===== src/rtl/pc_sequencer_pkg.sv =====
// rtl/pc_sequencer_pkg.sv - shared CPU constants and fetch sequencer state encoding
package pc_sequencer_pkg;

  localparam int unsigned DEFAULT_PC_W     = 8;
  localparam logic [7:0]  DEFAULT_RESET_PC = 8'h00;

  // Fetch sequencer states, 2-bit encoding
  typedef enum logic [1:0] {
    ST_IDLE     = 2'd0,
    ST_ISSUE    = 2'd1,
    ST_HOLD     = 2'd2,
    ST_REDIRECT = 2'd3
  } seq_state_e;

endpackage


===== src/rtl/pc_sequencer.sv =====
// rtl/pc_sequencer.sv - fetch-stage PC sequencer with req/ack fetch and branch redirect
module pc_sequencer
  import pc_sequencer_pkg::*;
#(
  parameter int unsigned     PC_W     = DEFAULT_PC_W,
  parameter logic [PC_W-1:0] RESET_PC = PC_W'(DEFAULT_RESET_PC)
) (
  input  logic            clk,
  input  logic            rst_n,
  input  logic            stall,
  input  logic            br_valid,
  input  logic [PC_W-1:0] br_target,
  input  logic            cc,
  output logic            imem_req,
  output logic [PC_W-1:0] imem_addr,
  input  logic            imem_ack,
  output logic            ir_valid,
  output logic [PC_W-1:0] ir_pc,
  output logic            flush
);

  seq_state_e      state_q, state_d;
  logic [PC_W-1:0] pc_q, pc_d;
  logic            ir_valid_q, ir_valid_d;
  logic [PC_W-1:0] ir_pc_q, ir_pc_d;
  logic            br_taken;

  // Sequential fetch assumes not-taken; only a taken branch disturbs the flow
  assign br_taken = br_valid & cc;

  // State, PC and delivery registers; reset aborts any outstanding fetch
  always_ff @(posedge clk or negedge rst_n) begin
    if (!rst_n) begin
      state_q    <= ST_IDLE;
      pc_q       <= RESET_PC;
      ir_valid_q <= 1'b0;
      ir_pc_q    <= '0;
    end else begin
      state_q    <= state_d;
      pc_q       <= pc_d;
      ir_valid_q <= ir_valid_d;
      ir_pc_q    <= ir_pc_d;
    end
  end

  // Next-state and PC update; a taken branch beats a same-cycle ack
  always_comb begin
    state_d    = state_q;
    pc_d       = pc_q;
    ir_valid_d = 1'b0;
    ir_pc_d    = ir_pc_q;
    case (state_q)
      ST_IDLE: begin
        state_d = stall ? ST_HOLD : ST_ISSUE;
      end
      ST_ISSUE: begin
        if (br_taken) begin
          pc_d    = br_target;
          state_d = ST_REDIRECT;
        end else if (imem_ack) begin
          pc_d       = pc_q + PC_W'(1);
          ir_pc_d    = pc_q;
          ir_valid_d = 1'b1;
          state_d    = stall ? ST_HOLD : ST_ISSUE;
        end
        // without ack the request stays up; stall cannot withdraw it
      end
      ST_HOLD: begin
        if (br_taken) begin
          pc_d    = br_target;
          state_d = ST_REDIRECT;
        end else if (!stall) begin
          state_d = ST_ISSUE;
        end
      end
      ST_REDIRECT: begin
        state_d = stall ? ST_HOLD : ST_ISSUE;
      end
      default: begin
        state_d = ST_IDLE;
      end
    endcase
  end

  // Outputs decoded only from registers, so no input reaches an output combinationally
  assign imem_req  = (state_q == ST_ISSUE);
  assign imem_addr = pc_q;
  assign flush     = (state_q == ST_REDIRECT);
  assign ir_valid  = ir_valid_q;
  assign ir_pc     = ir_pc_q;

endmodule


===== config.mk =====
export PLATFORM = sky130hd
export DESIGN_NAME = pc_sequencer
export DESIGN_NICKNAME = d
export VERILOG_FILES = /design/src/rtl/pc_sequencer_pkg.sv /design/src/rtl/pc_sequencer.sv
export SDC_FILE = /design/constraint.sdc
export NUM_CORES = 1
export LEC_CHECK = 0
export CAP_MARGIN = 15
export CORE_ASPECT_RATIO = 0.9
export CORE_UTILIZATION = 42
export CTS_BUF_LIST = sky130_fd_sc_hd__clkbuf_2 sky130_fd_sc_hd__clkbuf_4 sky130_fd_sc_hd__clkbuf_8
export DETAILED_ROUTE_END_ITERATION = 12
export PLACE_DENSITY = 0.88
export SLEW_MARGIN = 20
export SYNTH_ARGS = -nofsm -noshare
export SYNTH_HDL_FRONTEND = slang
export SYNTH_SLANG_ARGS = --single-unit

===== constraint.sdc =====
create_clock -name clk -period 1.6 [get_ports clk]
set_clock_uncertainty 0.05 [all_clocks]
set_input_delay 0.32 -clock clk [delete_from_list [all_inputs] [get_ports clk]]
set_output_delay 0.32 -clock clk [all_outputs]
set_load 0.02 [all_outputs]

==> impl_results.md <==
* Worst Reg-to-Reg Cells at 6
* Fin. Hold Viols at 0
* Crit path max-delay cell type: dfrtp_1
* Net Sw Frac at 43.6%
* RR Endpoint: state_q[1]$_DFFE_PN0P_
* Final GP Congestion at 0.813
* Pwr Density at 1980 nW/um^2
* Drc violations at 0
* Htree depth at 1
* Sw Pwr at 1.27 mW
* Final worst path period share at 100%
* Final #Nets at 159
* Sequential element share of the synthesized area at 47.6%
* Mapped Cells at 93
* CTS tree: yes
* Final Max Tran Viols at 0
* Crit path capture: state_q[1]$_DFFE_PN0P_
* Area delta synth->final at 47.7%
* Most frequent cell after synthesis: dfrtp_1
* RSZ-0062 raised after global routing: yes
* CP max stage delay at 0.43 ns
* Leak at 0.686 nW
* Logic pwr share at 61.0%
* Outcome: finished with violations
* Total congestion overflow at 0
* Hold Crit Class: input port to async pin
* Antenna diode count at 0
* DRT antenna net count at 0
* Num Clock Sinks at 19
* Fin crit period at 1.61 ns
* Worst reg2reg startpoint: state_q[1]$_DFFE_PN0P_
* Crit path launch type: flop
* Critical Path RT at 1.73 ns
* Post-synth cell types at 26
* Final core utilization at 67.0%
* Syn_nets at 111
* Clk buf depth at 2
* Clk Tree Root Cell: clkbuf_4
* Vias at 886
* Initial Utilization at 45.4%
* CTS Buf Count at 3
* Die width at 53.4 um
* Final WS setup at -0.00707 ns
* Wire length per cell at 14.1 um
* All-Layer GR Usage at 21.2%
* Die height at 48.3 um
* Reg-to-reg slack, setup at -0.007 ns
* Commonest cells post-synth: dfrtp_1, a21oi_1, mux2_2, o21ai_0, nand3_1
* DP Worst Slack at -0.178 ns
* Routed wire length at 2350 um
* CP arrival at 1.74 ns
* Die ar. at 2580 sq um
* Reg clk slew, reported paths at 0.11 ns
* Slew Limit Headroom at 82.6%
* Detailed Routing Iterations Pass 1 at 4
* Synth top area share at 47.6%
* Fmax at 622 MHz
* Vias in the first global route at 820
* CP cell instances: inv_1 > ha_2 > buf_4 > a22oi_1 > a21oi_2 > mux2_2
* Core box area at 2200 sq um
* Crit path launch: state_q[1]$_DFFE_PN0P_
* Peak VDD IR at 1.11 mV
* Initial antenna violation count at 0
* Number of cell rows at 16
* Failing checks: setup timing
* Measured slew at the worst slew-check pin at 0.261 ns
* Largest net degree at the start of global routing at 20
* DRT iter0 DRCs at 20
* #FFs+latches synth at 19
* Max_cap viols at 0
* Ys flop type: dfrtp_1
* DP Wirelength at 1780 um
* CP Capture Type: flop
* IO Count at 33
* Post-Syn Area per Cell at 10.7 sq um
* Fill cells at 186
* Skew-Pair Late Insertion Delay at 0.29 ns
* Yosys warns at 0
* Yosys top cell by area: dfrtp_1
* Mapped Area at 1000 sq um
* Sequential power share at 30.8%
* Post-synth EDFFs at 0
* Top cells by area, synth: dfrtp_1, mux2_2, a21oi_1, ha_1, o21ai_0
* P_int at 1.65 mW
* Crit Path Max Fanout at 6
* Hold buffer count at cts at 0
* Setup-failing EPs final at 1
* Crit Path Category: flop to flop
* Proportion of layout cells with a drive suffix above 1 at 26.4%
* I/O Buffers at 32
* Clock power frac at 8.2%
* Synth async-reset ratio at 100%
* First-pass GRT wire length at 3820 um
* Vias per cell at 5.31
[state kept, by name, summed over array words and instances (netlist names)]
name	cells
imem_addr	8
state_q	2
ir_pc	8
ir_valid	1
[power groups by stage]
| stage | combinational (mW) | clock (mW) | sequential (mW) |
|---|---|---|---|
| 5_1_grt | 1.95 | 0.275 | 0.935 |
| 3_3_place_gp | 1.78 | 0 | 0.895 |
| 2_1_floorplan | 0.793 | 0 | 1.15 |
| 4_1_cts | 1.72 | 0.247 | 0.901 |
| 3_5_place_dp | 1.85 | 0 | 0.918 |
| 6_report | 1.78 | 0.240 | 0.901 |
[logic make-up (layout without fill, tap and decap cells)]
logic type               count (synthesis)  count (layout)  share of synthesized area [%]
buffers and inverters                    7              54                           3.76
AND/OR/NAND/NOR                         21              21                           12.3
AO/OA/AOI/OAI                           31              31                           19.3
multiplexers                            11              11                           12.1
adder cells (fa/ha/maj)                  4               4                           5.01
flip-flops                              19              19                           47.6
[worst max-delay path, delay by kind of cell (launching register included)]
kind / cells / cell delay, ns
buffers and inverters: 2 / 0.22
flip-flops: 1 / 0.43
adder cells (fa/ha/maj): 1 / 0.17
AO/OA/AOI/OAI: 2 / 0.27
multiplexers: 1 / 0.36
[layout by cell type, fill, tap and decap left out, drive strengths merged]
| master | n |
|---|---|
| dfrtp | 19 |
| nand3 | 8 |
| or2b | 1 |
| clkbuf | 4 |
| a22oi | 1 |
| dlygate4sd2 | 16 |
| a21oi | 13 |
| nand2b | 3 |
| buf | 14 |
| o32ai | 1 |
| ha | 4 |
| and3 | 3 |
| clkinv | 1 |
| nand2 | 4 |
| inv | 5 |
| mux2 | 9 |
| o22ai | 2 |
| mux2i | 2 |
| nor2b | 1 |
| clkdlybuf4s50 | 13 |
| a21o | 1 |
| dlymetal6s2s | 1 |
| a2bb2oi | 3 |
| nor2 | 1 |
| o21ai | 10 |
[final cells by class]
| cell class | instances | area (sq um) | area share (%) |
|---|---|---|---|
| sequential | 19 | 475 | 32.2 |
| timing repair buffer | 45 | 403 | 27.3 |
| tap | 27 | 33.8 | 2.29 |
| clock inverter | 1 | 5.00 | 0.339 |
| clock buffer | 3 | 22.5 | 1.53 |
| multi-input combinational | 67 | 518 | 35.1 |
| inverter | 5 | 18.8 | 1.27 |
[routing by layer]
layer	global-route usage, %	share of wire, %
met1	27.3	46
met2	36.0	48
met5	0	0
met3	4.36	5.8
met4	7.37	0
[how the worst min path moves through the flow]
stage	start	endpoint	slack, ns
6_report	rst_n	ir_pc[4]$_DFFE_PN0P_	0.30
2_1_floorplan	rst_n	imem_addr[0]$_DFFE_PN0P_	-0.03
3_5_place_dp	ir_pc[4]$_DFFE_PN0P_	ir_pc[4]$_DFFE_PN0P_	0.45
5_1_grt	rst_n	ir_pc[4]$_DFFE_PN0P_	0.31
4_1_cts	rst_n	ir_pc[4]$_DFFE_PN0P_	0.30
3_3_place_gp	ir_pc[2]$_DFFE_PN0P_	ir_pc[2]$_DFFE_PN0P_	0.44
[metrics by stage]
stage          power (mW)  TNS [ns]  cell area (sq um)  hold slack (ns)  instances
2_1_floorplan        1.95         0               1000          -0.0256         93
3_5_place_dp         2.77     -2.08               1430            0.451        161
6_report             2.92  -0.00707               1480            0.304        167
4_1_cts              2.87         0               1450            0.298        165
3_3_place_gp         2.68     -1.43               1430            0.437        161
5_1_grt              3.16    -0.107               1480            0.315        167
[what timing repair did]
action	CTS	global route
endpoints found under the setup margin	27	13
gates resized for setup	23	7
pin swaps	0	1
setup buffers	0	2
Note: power is estimated with default switching activity, not from simulation.
